File: src/rtl/uart_bridge_pkg.sv
// Shared types and constants for the UART bridge.
package uart_bridge_pkg;

  localparam int unsigned DATA_BITS = 8;

  typedef enum logic [1:0] {
    TX_IDLE,
    TX_START,
    TX_DATA,
    TX_STOP
  } tx_state_t;

  typedef enum logic [1:0] {
    RX_IDLE,
    RX_START,
    RX_DATA,
    RX_STOP
  } rx_state_t;

endpackage

File: src/rtl/uart_bridge_fifo.sv
// First-word-fall-through FIFO with registered full/empty flags.
// The head reads as zero while the FIFO is empty.
module uart_bridge_fifo
  import uart_bridge_pkg::*;
#(
  parameter int unsigned FIFO_DEPTH = 8,
  parameter int unsigned WIDTH      = DATA_BITS
) (
  input  logic             clock,
  input  logic             reset,
  input  logic             i_push,
  input  logic [WIDTH-1:0] i_push_data,
  input  logic             i_pop,
  output logic [WIDTH-1:0] o_head,
  output logic             o_full,
  output logic             o_empty
);

  localparam int unsigned PTR_W = $clog2(FIFO_DEPTH);
  localparam int unsigned CNT_W = PTR_W + 1;

  logic [WIDTH-1:0] r_mem [FIFO_DEPTH];
  logic [PTR_W-1:0] r_wr_ptr;
  logic [PTR_W-1:0] r_rd_ptr;
  logic [CNT_W-1:0] r_count;
  logic [CNT_W-1:0] w_count_nxt;
  logic             r_full;
  logic             r_empty;
  logic             w_push_ok;
  logic             w_pop_ok;

  // Full rejects a push, empty ignores a pop.
  assign w_push_ok = i_push & ~r_full;
  assign w_pop_ok  = i_pop & ~r_empty;

  // Next occupancy from the accepted push/pop pair.
  always_comb begin
    w_count_nxt = r_count;
    case ({w_push_ok, w_pop_ok})
      2'b10:   w_count_nxt = r_count + CNT_W'(1);
      2'b01:   w_count_nxt = r_count - CNT_W'(1);
      default: w_count_nxt = r_count;
    endcase
  end

  // Pointers, occupancy and flags; pointers wrap naturally at the depth.
  always_ff @(posedge clock) begin
    if (reset) begin
      r_wr_ptr <= '0;
      r_rd_ptr <= '0;
      r_count  <= '0;
      r_full   <= 1'b0;
      r_empty  <= 1'b1;
    end else begin
      if (w_push_ok) r_wr_ptr <= r_wr_ptr + PTR_W'(1);
      if (w_pop_ok)  r_rd_ptr <= r_rd_ptr + PTR_W'(1);
      r_count <= w_count_nxt;
      r_full  <= (w_count_nxt == CNT_W'(FIFO_DEPTH));
      r_empty <= (w_count_nxt == '0);
    end
  end

  // Storage array, written only on an accepted push.
  always_ff @(posedge clock) begin
    if (w_push_ok) r_mem[r_wr_ptr] <= i_push_data;
  end

  assign o_head  = r_empty ? '0 : r_mem[r_rd_ptr];
  assign o_full  = r_full;
  assign o_empty = r_empty;

endmodule

File: src/rtl/uart_bridge.sv
// 8N1 UART front-end for the MIPS core serial window: TX/RX FIFOs plus
// bit-serial transmitter and receiver.
// Build option: UART_BRIDGE_LOOPBACK_EN routes the internal transmit bit to
// the receiver, ties the tx pin high and ignores the rx pin.
module uart_bridge
  import uart_bridge_pkg::*;
#(
  parameter int unsigned CLKS_PER_BIT = 16,
  parameter int unsigned FIFO_DEPTH   = 8
) (
  input  logic                 clock,
  input  logic                 reset,
  input  logic                 rx,
  output logic                 tx,
  output logic [DATA_BITS-1:0] cpu_rx_data,
  output logic                 cpu_rx_valid,
  input  logic                 cpu_rden,
  input  logic [DATA_BITS-1:0] cpu_tx_data,
  input  logic                 cpu_wren,
  output logic                 cpu_tx_ready,
  output logic                 rx_overrun
);

  localparam int unsigned CNT_W = $clog2(CLKS_PER_BIT);
  localparam int unsigned BIT_W = $clog2(DATA_BITS);
  localparam logic [CNT_W-1:0] BIT_LAST  = CNT_W'(CLKS_PER_BIT - 1);
  localparam logic [CNT_W-1:0] HALF_LAST = CNT_W'(CLKS_PER_BIT / 2 - 1);
  localparam logic [BIT_W-1:0] IDX_LAST  = BIT_W'(DATA_BITS - 1);

  // ---------------- TX path ----------------
  tx_state_t            r_tx_state, w_tx_state_nxt;
  logic [CNT_W-1:0]     r_tx_cnt, w_tx_cnt_nxt;
  logic [BIT_W-1:0]     r_tx_idx, w_tx_idx_nxt;
  logic [DATA_BITS-1:0] r_tx_shift, w_tx_shift_nxt;
  logic                 r_tx_line, w_tx_line_nxt;
  logic                 w_tx_pop;
  logic [DATA_BITS-1:0] w_tx_head;
  logic                 w_tx_full;
  logic                 w_tx_empty;

  uart_bridge_fifo #(
    .FIFO_DEPTH (FIFO_DEPTH),
    .WIDTH      (DATA_BITS)
  ) u_tx_fifo (
    .clock       (clock),
    .reset       (reset),
    .i_push      (cpu_wren),
    .i_push_data (cpu_tx_data),
    .i_pop       (w_tx_pop),
    .o_head      (w_tx_head),
    .o_full      (w_tx_full),
    .o_empty     (w_tx_empty)
  );

  // TX next state: load from FIFO in idle, then start, 8 data bits, stop.
  always_comb begin
    w_tx_state_nxt = r_tx_state;
    w_tx_cnt_nxt   = r_tx_cnt;
    w_tx_idx_nxt   = r_tx_idx;
    w_tx_shift_nxt = r_tx_shift;
    w_tx_line_nxt  = 1'b1;
    w_tx_pop       = 1'b0;
    case (r_tx_state)
      TX_IDLE: begin
        if (!w_tx_empty) begin
          w_tx_pop       = 1'b1;
          w_tx_shift_nxt = w_tx_head;
          w_tx_cnt_nxt   = '0;
          w_tx_state_nxt = TX_START;
        end
      end
      TX_START: begin
        w_tx_line_nxt = 1'b0;
        if (r_tx_cnt == BIT_LAST) begin
          w_tx_cnt_nxt   = '0;
          w_tx_idx_nxt   = '0;
          w_tx_state_nxt = TX_DATA;
        end else begin
          w_tx_cnt_nxt = r_tx_cnt + CNT_W'(1);
        end
      end
      TX_DATA: begin
        w_tx_line_nxt = r_tx_shift[0];
        if (r_tx_cnt == BIT_LAST) begin
          w_tx_cnt_nxt   = '0;
          w_tx_shift_nxt = {1'b0, r_tx_shift[DATA_BITS-1:1]};
          if (r_tx_idx == IDX_LAST) w_tx_state_nxt = TX_STOP;
          else                      w_tx_idx_nxt   = r_tx_idx + BIT_W'(1);
        end else begin
          w_tx_cnt_nxt = r_tx_cnt + CNT_W'(1);
        end
      end
      TX_STOP: begin
        w_tx_line_nxt = 1'b1;
        if (r_tx_cnt == BIT_LAST) begin
          w_tx_cnt_nxt   = '0;
          w_tx_state_nxt = TX_IDLE;
        end else begin
          w_tx_cnt_nxt = r_tx_cnt + CNT_W'(1);
        end
      end
      default: w_tx_state_nxt = TX_IDLE;
    endcase
  end

  // TX state and registered line bit (line lags the state by one cycle).
  always_ff @(posedge clock) begin
    if (reset) begin
      r_tx_state <= TX_IDLE;
      r_tx_cnt   <= '0;
      r_tx_idx   <= '0;
      r_tx_shift <= '0;
      r_tx_line  <= 1'b1;
    end else begin
      r_tx_state <= w_tx_state_nxt;
      r_tx_cnt   <= w_tx_cnt_nxt;
      r_tx_idx   <= w_tx_idx_nxt;
      r_tx_shift <= w_tx_shift_nxt;
      r_tx_line  <= w_tx_line_nxt;
    end
  end

  // ---------------- RX path ----------------
  logic                 w_rx_in;
  logic [1:0]           r_rx_sync;
  logic                 w_rx_s;
  logic                 r_rx_prev;
  rx_state_t            r_rx_state, w_rx_state_nxt;
  logic [CNT_W-1:0]     r_rx_cnt, w_rx_cnt_nxt;
  logic [BIT_W-1:0]     r_rx_idx, w_rx_idx_nxt;
  logic [DATA_BITS-1:0] r_rx_shift, w_rx_shift_nxt;
  logic                 w_rx_push;
  logic                 w_rx_full;
  logic                 w_rx_empty;
  logic                 r_overrun;

`ifdef UART_BRIDGE_LOOPBACK_EN
  assign w_rx_in = r_tx_line;
  assign tx      = 1'b1;
`else
  assign w_rx_in = rx;
  assign tx      = r_tx_line;
`endif

  assign w_rx_s = r_rx_sync[1];

  // Two-flop synchronizer plus previous-sample flop for edge detection.
  always_ff @(posedge clock) begin
    if (reset) begin
      r_rx_sync <= 2'b11;
      r_rx_prev <= 1'b1;
    end else begin
      r_rx_sync <= {r_rx_sync[0], w_rx_in};
      r_rx_prev <= w_rx_s;
    end
  end

  uart_bridge_fifo #(
    .FIFO_DEPTH (FIFO_DEPTH),
    .WIDTH      (DATA_BITS)
  ) u_rx_fifo (
    .clock       (clock),
    .reset       (reset),
    .i_push      (w_rx_push),
    .i_push_data (r_rx_shift),
    .i_pop       (cpu_rden),
    .o_head      (cpu_rx_data),
    .o_full      (w_rx_full),
    .o_empty     (w_rx_empty)
  );

  // RX next state: edge detect, mid-start check, centre-sampled bits, stop.
  always_comb begin
    w_rx_state_nxt = r_rx_state;
    w_rx_cnt_nxt   = r_rx_cnt;
    w_rx_idx_nxt   = r_rx_idx;
    w_rx_shift_nxt = r_rx_shift;
    w_rx_push      = 1'b0;
    case (r_rx_state)
      RX_IDLE: begin
        if (r_rx_prev && !w_rx_s) begin
          w_rx_cnt_nxt   = '0;
          w_rx_state_nxt = RX_START;
        end
      end
      RX_START: begin
        if (r_rx_cnt == HALF_LAST) begin
          w_rx_cnt_nxt = '0;
          w_rx_idx_nxt = '0;
          w_rx_state_nxt = w_rx_s ? RX_IDLE : RX_DATA;
        end else begin
          w_rx_cnt_nxt = r_rx_cnt + CNT_W'(1);
        end
      end
      RX_DATA: begin
        if (r_rx_cnt == BIT_LAST) begin
          w_rx_cnt_nxt   = '0;
          w_rx_shift_nxt = {w_rx_s, r_rx_shift[DATA_BITS-1:1]};
          if (r_rx_idx == IDX_LAST) w_rx_state_nxt = RX_STOP;
          else                      w_rx_idx_nxt   = r_rx_idx + BIT_W'(1);
        end else begin
          w_rx_cnt_nxt = r_rx_cnt + CNT_W'(1);
        end
      end
      RX_STOP: begin
        if (r_rx_cnt == BIT_LAST) begin
          w_rx_cnt_nxt   = '0;
          w_rx_push      = w_rx_s;
          w_rx_state_nxt = RX_IDLE;
        end else begin
          w_rx_cnt_nxt = r_rx_cnt + CNT_W'(1);
        end
      end
      default: w_rx_state_nxt = RX_IDLE;
    endcase
  end

  // RX state registers and sticky overrun flag.
  always_ff @(posedge clock) begin
    if (reset) begin
      r_rx_state <= RX_IDLE;
      r_rx_cnt   <= '0;
      r_rx_idx   <= '0;
      r_rx_shift <= '0;
      r_overrun  <= 1'b0;
    end else begin
      r_rx_state <= w_rx_state_nxt;
      r_rx_cnt   <= w_rx_cnt_nxt;
      r_rx_idx   <= w_rx_idx_nxt;
      r_rx_shift <= w_rx_shift_nxt;
      r_overrun  <= r_overrun | (w_rx_push & w_rx_full);
    end
  end

  assign cpu_rx_valid = ~w_rx_empty;
  assign cpu_tx_ready = ~w_tx_full;
  assign rx_overrun   = r_overrun;

endmodule

File: config.mk
export PLATFORM = sky130hd
export DESIGN_NAME = uart_bridge
export DESIGN_NICKNAME = d
export VERILOG_FILES = /design/src/rtl/uart_bridge_pkg.sv /design/src/rtl/uart_bridge_fifo.sv /design/src/rtl/uart_bridge.sv
export SDC_FILE = /design/constraint.sdc
export NUM_CORES = 1
export LEC_CHECK = 0
export CORE_ASPECT_RATIO = 2
export CORE_MARGIN = 5
export CORE_UTILIZATION = 55
export DETAILED_ROUTE_END_ITERATION = 10
export GPL_TIMING_DRIVEN = 0
export PLACE_DENSITY = 0.8
export SETUP_SLACK_MARGIN = 0.3
export SLEW_MARGIN = 25
export SYNTH_ARGS = -nofsm -noshare
export SYNTH_HDL_FRONTEND = slang
export SYNTH_SLANG_ARGS = --single-unit
File: constraint.sdc
create_clock -name clock -period 3.5 [get_ports clock]
set_input_delay 0.7 -clock clock [delete_from_list [all_inputs] [get_ports clock]]
set_output_delay 0.7 -clock clock [all_outputs]
set_load 0.005 [all_outputs]
==> results by group, run 1 <==
Yosys
  • Average size of a mapped cell: 14.05 sq um
  • Netlist cell types: a little over 60
  • Sequential cell area fraction in the yosys report: 63.58%
  • Ys Warns: 0
  • Synth area leader: edfxtp_1
  • Fraction of registers with async set/reset: 0%
  • EDFF count, synth: 128
  • Leading cell types by count after synthesis: edfxtp_1, dfxtp_1, nor2_1
  • Synth Register Bits: 197
  • Top cell type's share of synthesized area: 46.77%
  • Cells after synthesis: a little under 600
  • Top cells by area, synth: edfxtp_1, dfxtp_1, mux4_2
  • Most frequent cell after synthesis: edfxtp_1
  • Primary FF master, synth: edfxtp_1
  • Syn nets: 620
  • Mapped Area: between 8000 and 9000 sq um

Clocking
  • TritonCTS buffer count: 17
  • Sinks on Clock Net: 197
  • Clk root buf: clkbuf_16
  • CTS Hold Bufs: 0
  • CTS Buffer Depth: 2
  • H-tree lvl count: 4
  • Worst skew pair latency: 0.43 ns
  • Clock tree from TritonCTS: built
  • Clock Pin Slew Worst Setup and Hold Paths: 0.07 ns

Power
  • Power per Cell Area: 599.2 nW/um^2
  • Peak supply drop: 0.0004398 V
  • Leakage: 3.111 nW

Route
  • First-pass DRT Iterations: 5
  • Iteration-0 DRC Markers: about 250
  • Avg WL per Cell: 19.30 um
  • Post-Route WL: around 16000 um
  • Vias post-DR: 4836
  • DRT antenna net count: 0
  • DRC Markers: 0
  • DR vias/cell: 5.785

Timing
  • Final Critical Period: 3.084 ns
  • Peak Freq: ~0.32 GHz
  • RSZ-0062 raised after global routing: false
  • Worst-margin pin slew: 0.9267 ns
  • Post-Route Skew: 0.008372 ns
  • Final Max Tran Viols: 0
  • Final setup violating endpoints: 0
  • Fin. Hold Viols: 0
  • Worst Setup Slack, final: 0.4159 ns
  • Setup TNS after final layout: 0 ns
  • Relative slew slack: between 30% and 40%
  • Period utilisation layout: roughly nine tenths

Finish
  • Layout cells sized above 1: 15.60%
  • Layout Nets: 663
  • Filler instances: 1063
  • Non-filler instance count after layout: between 800 and 900
  • Fin area: 9291 sq um
  • Antenna diode instance count: 0
  • Synthesis-to-finish area growth: 13.06%

Floorplanning
  • Area of the core: 14740 sq um
  • Num ports: 25
  • Die Y: between 150 and 200 um
  • Initial Util: 55.75%
  • Die area: 17630 sq um
  • # rows: 63
  • Die Span X: slightly below 100 um

Setup path
  • Worst R2R Setup Slack: 0.56 ns
  • Arr. time, crit path: 2.38 ns
  • Worst setup EP type: primary output
  • Critical path's slowest cell: mux4_2
  • Crit-path cells: buf_4 > buf_8 > mux4_2 > mux2i_1 > nor2_1 > clkdlybuf4s50_1
  • Worst endpoint required time: 2.80 ns
  • Largest stage delay on the critical path: about 0.54 ns
  • CP max FO: 10
  • CP Launch Type: flop
  • CP Class: reg -> out

GRT
  • First-pass GRT wire length: 26100 um
  • Total Routing Usage GR: 19.85%
  • Largest net degree at the start of global routing: 20
  • Vias in the first global route: roughly 5300
  • Congestion Overflow GR: 0
  • Initial antenna violation count: 0

Placement
  • Setup WS pre-CTS: 0.1713 ns
  • DP Wirelength: 11850 um
  • Area after DPL: 8712 sq um
  • # port buffers: 23
  • Dpl cells: 803
  • Placer congestion estimate: slightly above 0.8

Worst hold path
  • Hold Path Class: reg -> reg

Flow run
  • Max-cap violations: 0

Status
  • Status: finished clean
## through the flow
step           power (W)  util, %  hold WS (ns)
2_1_floorplan   0.003501        -        0.3895
3_3_place_gp    0.003697    58.97        0.4007
3_5_place_dp    0.003764    59.10        0.4032
4_1_cts         0.005592    62.95        0.4211
5_1_grt         0.005816    63.03        0.4419
6_report        0.005567    63.03        0.4185
## cells in the final DEF, fill, tap and decap left out, types with 15 or more instances in the layout
cell type,n
ha_1,21
o21ai_0,15
mux2i_1,24
clkdlybuf4s50_1,23
clkbuf_1,17
dfxtp_1,68
inv_1,16
edfxtp_1,128
a21oi_1,36
mux4_2,32
nor2_1,51
clkbuf_16,17
nand2_1,37
## where the power goes
part           switching, W  internal, W
Combinational      0.000569     0.000460
Sequential        0.0000959      0.00261
Clock              0.000884     0.000954
Total               0.00155      0.00402
## path summary, 6_finish.rpt
kind                                               start                           end  cells past startpoint
worst max-delay path                                flop                cpu_rx_data[0]                      6
worst min-delay path             r_rx_sync[0]$_SDFF_PP1_       r_rx_sync[1]$_SDFF_PP1_                      1
worst max register to register  r_rx_cnt[1]$_SDFFE_PP0P_  u_rx_fifo.o_empty$_SDFF_PP1_                     12
worst min register to register   r_rx_sync[0]$_SDFF_PP1_       r_rx_sync[1]$_SDFF_PP1_                      1
## sequential cells by signal, indices dropped and copies added, names as in the netlist, 3 cells and up, named ones only
register            cells
u_rx_fifo.r_rd_ptr      3
u_rx_fifo.r_mem        64
u_tx_fifo.r_rd_ptr      3
r_rx_shift              8
u_rx_fifo.r_wr_ptr      3
u_rx_fifo.r_count       4
r_tx_idx                3
u_tx_fifo.r_wr_ptr      3
r_tx_shift              8
u_tx_fifo.r_count       4
r_rx_idx                3
r_tx_cnt                4
u_tx_fifo.r_mem        64
r_rx_cnt                4
## layer usage
metal | GRT usage (%) | part of all wire, %
met3 | 3.571 | 2.6
met5 | 0 | 0
met4 | 9.106 | 3.1
met2 | 40.76 | 63
met1 | 17.00 | 31
## cell families (layout without fill, tap and decap cells)
kind of cell	count (synthesis)	after routing	share of synthesized area [%]
flip-flops	197	197	63.58
AND/OR/NAND/NOR	144	144	8.892
AO/OA/AOI/OAI	95	95	7.384
multiplexers	64	64	12.79
buffers and inverters	51	107	2.634
adder cells (fa/ha/maj)	22	22	3.441
XOR/XNOR	12	12	1.279
## critical path, delay by kind of cell, from the launching register on
| kind | cells | cell delay, ns |
|---|---|---|
| AND/OR/NAND/NOR | 1 | 0.06 |
| buffers and inverters | 3 | 0.86 |
| multiplexers | 2 | 0.71 |
| flip-flops | 1 | 0.31 |
## area by class of cell
class / instances / area [sq um] / area share, %
buffer: 34 / 163.9 / 1.764
clock buffer: 19 / 442.9 / 4.767
clock inverter: 13 / 116.4 / 1.252
inverter: 17 / 63.81 / 0.6868
multi-input combinational: 337 / 2796 / 30.10
sequential: 197 / 5226 / 56.25
tap: 195 / 244.0 / 2.626
timing repair buffer: 24 / 237.7 / 2.559
## what timing repair did
item	4_1_cts	5_1_grt
setup endpoints to repair	8	2
buffers inserted	0	1
pin swaps	0	1
gates resized for setup	3	2
hold endpoints to repair	0	0
Power figures use the tool's default switching activity.
==> run 2: changes to the inputs <==
- CORE_MARGIN: 5 -> unset
==> results by group, run 2 (synthesis gave the netlist of run 1 again) <==
Status
  • Status: finished clean

Setup path
  • Crit-path cells: buf_4 > buf_12 > mux4_2 > mux2i_1 > nor2_1 > clkdlybuf4s50_1
  • Critical path's slowest cell: mux4_2
  • Arr. time, crit path: ~2.4 ns
  • Worst endpoint required time: 2.80 ns
  • CP Class: reg -> out
  • CP Launch Type: flop
  • Worst setup EP type: primary output
  • CP max FO: 10
  • Worst R2R Setup Slack: 0.52 ns
  • Largest stage delay on the critical path: between 0.5 and 0.6 ns

Finish
  • Filler instances: 1016
  • Layout cells sized above 1: around 16%
  • Layout Nets: around 660
  • Antenna diode instance count: 0
  • Final core utilization: 64.34%
  • Top Registers: u_rx_fifo.r_mem (64), u_tx_fifo.r_mem (64)
  • Reg area: 5225 sq um
  • Commonest non-fill, non-tap cell in the layout: edfxtp_1
  • Synthesis-to-finish area growth: 13.58%
  • Most frequent cells in the layout: edfxtp_1, dfxtp_1, nor2_1, nand2_1, a21oi_1
  • Multi-input gate area: 2796 sq um

Route
  • Vias post-DR: 4879
  • Avg WL per Cell: 19.50 um
  • DRC Markers: 0
  • DRT antenna net count: 0
  • DR vias/cell: 5.857
  • Iteration-0 DRC Markers: 232
  • First-pass DRT Iterations: 5
  • Post-Route WL: 16240 um

Timing
  • Fin. Hold Viols: 0
  • Final Max Tran Viols: 0
  • Peak Freq: 0.3250 GHz
  • Final Critical Period: 3.077 ns
  • Worst-margin pin slew: ~0.95 ns
  • Worst Setup Slack, final: 0.4230 ns
  • RSZ-0062 raised after global routing: false
  • Relative slew slack: 36.51%
  • Final setup violating endpoints: 0
  • Period utilisation layout: 87.91%
  • Setup TNS after final layout: 0 ns
  • Post-Route Skew: 0.01305 ns

Floorplanning
  • Area of the core: around 15000 sq um
  • Num ports: 25
  • # rows: 62
  • Initial Util: 56.65%
  • Die Y: 174.9 um
  • Die Span X: 88.44 um
  • Die area: 15460 sq um

Clocking
  • CTS Hold Bufs: 0
  • TritonCTS buffer count: 17
  • H-tree lvl count: 4
  • Clk root buf: clkbuf_16
  • Clock Pin Slew Worst Setup and Hold Paths: 0.08 ns
  • Worst skew pair latency: around 0.44 ns
  • CTS Buffer Depth: 2
  • Clock tree from TritonCTS: built
  • Sinks on Clock Net: 197

GRT
  • Vias in the first global route: between 5000 and 6000
  • Congestion Overflow GR: 0
  • Initial antenna violation count: 0
  • First-pass GRT wire length: 25560 um
  • Total Routing Usage GR: 22.67%
  • Largest net degree at the start of global routing: 20

Power
  • Peak supply drop: between 0.0004 and 0.0005 V
  • Power per Cell Area: 608.2 nW/um^2
  • Leakage: 3.127 nW

Flow run
  • Max-cap violations: 0

Placement
  • # port buffers: 23
  • DP Wirelength: 11470 um
  • Setup WS pre-CTS: roughly 0.14 ns
  • Placer congestion estimate: 0.7884

Worst hold path
  • Hold Path Class: reg -> reg
==> run 2: cell types whose count changed in the layout (fill, tap and decap cells not counted), sizes merged <==
cell,change
clkbuf,-1
inv,+1
bufinv,+1
clkinvlp,+1
clkinv,-2
==> run 2: path summary, 6_finish.rpt <==
check / end / cells past startpoint / start
worst min register to register: r_rx_sync[1]$_SDFF_PP1_ / 1 / r_rx_sync[0]$_SDFF_PP1_
worst max register to register: u_rx_fifo.o_empty$_SDFF_PP1_ / 12 / r_rx_cnt[0]$_SDFFE_PP0P_
worst min-delay path: r_rx_sync[1]$_SDFF_PP1_ / 1 / r_rx_sync[0]$_SDFF_PP1_
worst max-delay path: cpu_rx_data[0] / 6 / flop
==> run 2: metal layers <==
metal | global-route usage (%) | routed length [um] | share of wire [%] | vias up
li1 | - | - | - | 2282
met1 | 19.88 | 5138 | 32 | 2424
met2 | 46.03 | 10130 | 62 | 128
met3 | 3.354 | 427 | 2.6 | 45
met4 | 11.29 | 544 | 3.3 | 0
met5 | 0 | 0 | 0 | -
==> run 2: cell type report <==
class | instances | share of cell area (%)
flip-flops and latches | 197 | 55.98
multi-input cells | 337 | 29.96
clock buffers | 18 | 4.705
well taps | 192 | 2.574
repair buffers | 24 | 2.547
plain buffers | 34 | 1.810
clock inverters | 14 | 1.743
inverters | 17 | 0.6836
==> run 2: critical path: cells and delay by family (launching register included) <==
kind          cells  cell delay (ns)
flops             1             0.31
mux               2             0.71
buf+inv           3             0.85
simple gates      1             0.06
==> run 2: what timing repair did <==
item | in CTS | in global routing
gates resized for setup | 3 | 2
setup buffers | 0 | 1
endpoints found under the setup margin | 8 | 2
pin swaps | 0 | 1
==> run 2: report_power, final <==
| part | internal [W] | leakage, nW | total (W) | switching (W) |
|---|---|---|---|---|
| registers | 0.00260 | 1.73 | 0.00270 | 0.0000979 |
| clock network | 0.00104 | 0.289 | 0.00195 | 0.000919 |
| logic | 0.000457 | 1.10 | 0.00102 | 0.000562 |
==> run 2: stage by stage <==
step | hold WS (ns) | std cells | total power (W) | area, sq um
CTS | 0.4261 | 832 | 0.005698 | 9318
global placement | 0.4002 | 800 | 0.003693 | 8688
detailed placement | 0.4128 | 800 | 0.003757 | 8708
global route | 0.4440 | 833 | 0.005895 | 9334
finish | 0.4321 | 833 | 0.005677 | 9334
floorplan | 0.3895 | 585 | 0.003501 | 8218
==> run 3: changes to the inputs <==
- CORE_UTILIZATION: 55 -> 39
- PLACE_DENSITY: 0.8 -> 0.63
==> results by group, run 3 (synthesis gave the netlist of run 1 again) <==
Clocking
  • Clk root buf: clkbuf_16
  • H-tree lvl count: 4
  • Clock Pin Slew Worst Setup and Hold Paths: 0.07 ns
  • TritonCTS buffer count: 17
  • Worst skew pair latency: 0.43 ns
  • Sinks on Clock Net: 197
  • Clock tree from TritonCTS: built
  • CTS Buffer Depth: 2
  • CTS Hold Bufs: 0

Timing
  • Post-Route Skew: 0.008466 ns
  • WHS: 0.4202 ns
  • Setup TNS after final layout: 0 ns
  • RSZ-0062 raised after global routing: false
  • Final Max Tran Viols: 0
  • Worst-margin pin slew: between 0.9 and 1 ns
  • Final setup violating endpoints: 0
  • Relative slew slack: a little over a third
  • Period utilisation layout: 87.23%
  • Final Critical Period: between 3 and 4 ns
  • Peak Freq: 0.3275 GHz
  • Fin. Hold Viols: 0

Power
  • Leakage: 3.102 nW
  • Power per Cell Area: 593.9 nW/um^2
  • Peak supply drop: 0.0003463 V

GRT
  • Vias in the first global route: roughly 5200
  • Total Routing Usage GR: 15.48%
  • Largest net degree at the start of global routing: 18
  • First-pass GRT wire length: roughly 26000 um
  • Initial antenna violation count: 0
  • Congestion Overflow GR: 0

Floorplanning
  • Die area: 21690 sq um
  • Die Span X: 104.6 um
  • Initial Util: between 30% and 40%
  • Die Y: 207.3 um
  • Num ports: 25
  • Area of the core: ~21000 sq um
  • # rows: between 70 and 80

Route
  • DR vias/cell: between 5 and 6
  • Avg WL per Cell: around 17 um
  • Iteration-0 DRC Markers: 192
  • Vias post-DR: 4738
  • DRC Markers: 0
  • First-pass DRT Iterations: 4
  • Post-Route WL: between 15000 and 20000 um
  • DRT antenna net count: 0

Finish
  • Synthesis-to-finish area growth: 14.24%
  • Most frequent cells in the layout: edfxtp_1, dfxtp_1, nor2_1, nand2_1, a21oi_1
  • Top Registers: u_rx_fifo.r_mem (64), u_tx_fifo.r_mem (64)
  • Commonest non-fill, non-tap cell in the layout: edfxtp_1
  • Filler instances: 1830
  • Antenna diode instance count: 0
  • Layout cells sized above 1: between 15 and 20%
  • Layout Nets: 663

Worst hold path
  • Hold Path Class: reg -> reg

Flow run
  • Max-cap violations: 0

Setup path
  • Worst setup EP type: primary output
  • Worst path buffer plus inverter count: 3
  • Critical path's slowest cell: mux4_2
  • CP Class: reg -> out
  • Top Family by Delay on Critical Path: buffers and inverters
  • CP Launch Type: flop
  • Largest stage delay on the critical path: 0.52 ns
  • Worst endpoint required time: between 2 and 3 ns
  • Crit-path cells: buf_4 > buf_6 > mux4_2 > mux2i_1 > nor2_1 > clkdlybuf4s50_1
  • Arr. time, crit path: about 2.4 ns
  • CP max FO: 10

Placement
  • DP Wirelength: 11500 um
  • # port buffers: 23
  • Placer congestion estimate: about 0.8

Status
  • Status: finished clean
[run 3: cell type report]
type                            count  area [sq um]  share of cell area [%]
Sequential cell                   197          5225                   55.66
Multi-Input combinational cell    337          2801                   29.84
Clock inverter                      9         66.31                  0.7064
Tap cell                          266         332.8                   3.545
Clock buffer                       23         500.5                   5.331
Buffer                             34         160.2                   1.706
Inverter                           17         63.81                  0.6797
Timing Repair Buffer               24         237.7                   2.532
[run 3: worst paths after layout]
| check | start | end | slack (ns) | cells past startpoint |
|---|---|---|---|---|
| min | r_rx_sync[0]$_SDFF_PP1_ | r_rx_sync[1]$_SDFF_PP1_ | 0.42 | 1 |
| min reg2reg | r_rx_sync[0]$_SDFF_PP1_ | r_rx_sync[1]$_SDFF_PP1_ | 0.42 | 1 |
| max | flop | cpu_rx_data[4] | 0.45 | 6 |
| max reg2reg | r_rx_cnt[0]$_SDFFE_PP0P_ | u_rx_fifo.o_empty$_SDFF_PP1_ | 0.53 | 12 |
[run 3: layer usage]
layer	share of wire, %	global-route usage [%]	vias up
li1	-	-	2278
met4	3.1	7.771	0
met3	2.0	2.480	33
met1	33	13.62	2345
met2	62	32.13	82
met5	0	0	-
[run 3: report_power, final]
group / internal (W) / switching, W / leakage, nW
combinational: 0.000458 / 0.000560 / 1.10
sequential: 0.00261 / 0.0000881 / 1.73
clock: 0.00102 / 0.000846 / 0.266
[run 3: timing repair]
item	in CTS	in global routing
setup buffers	0	1
endpoints found under the hold margin	0	0
gates resized for setup	3	1
setup endpoints to repair	6	1
pin swaps	0	0
[run 3: metrics by stage]
stage	area [sq um]	utilization (%)	cells	setup WS (ns)	total power, W
finish	9388	45.67	907	0.4469	0.005576
global route	9388	45.67	907	0.3047	0.005828
CTS	9375	45.61	906	0.3928	0.005629
detailed placement	8801	42.82	874	0.1259	0.003769
global placement	8781	42.72	874	0.2309	0.003705
floorplan	8218	-	585	0.8032	0.003501
[run 3: worst register-to-register path: stages (launching register included)]
cell and delay, ns:
dfxtp_1 0.40, ha_1 0.16, buf_2 0.20, nand3_4 0.12, nor3_4 0.24, inv_2 0.10
ha_1 0.25, xor2_1 0.18, ha_1 0.19, a21oi_1 0.16, mux2i_1 0.27, mux2_2 0.38
a211oi_1 0.24
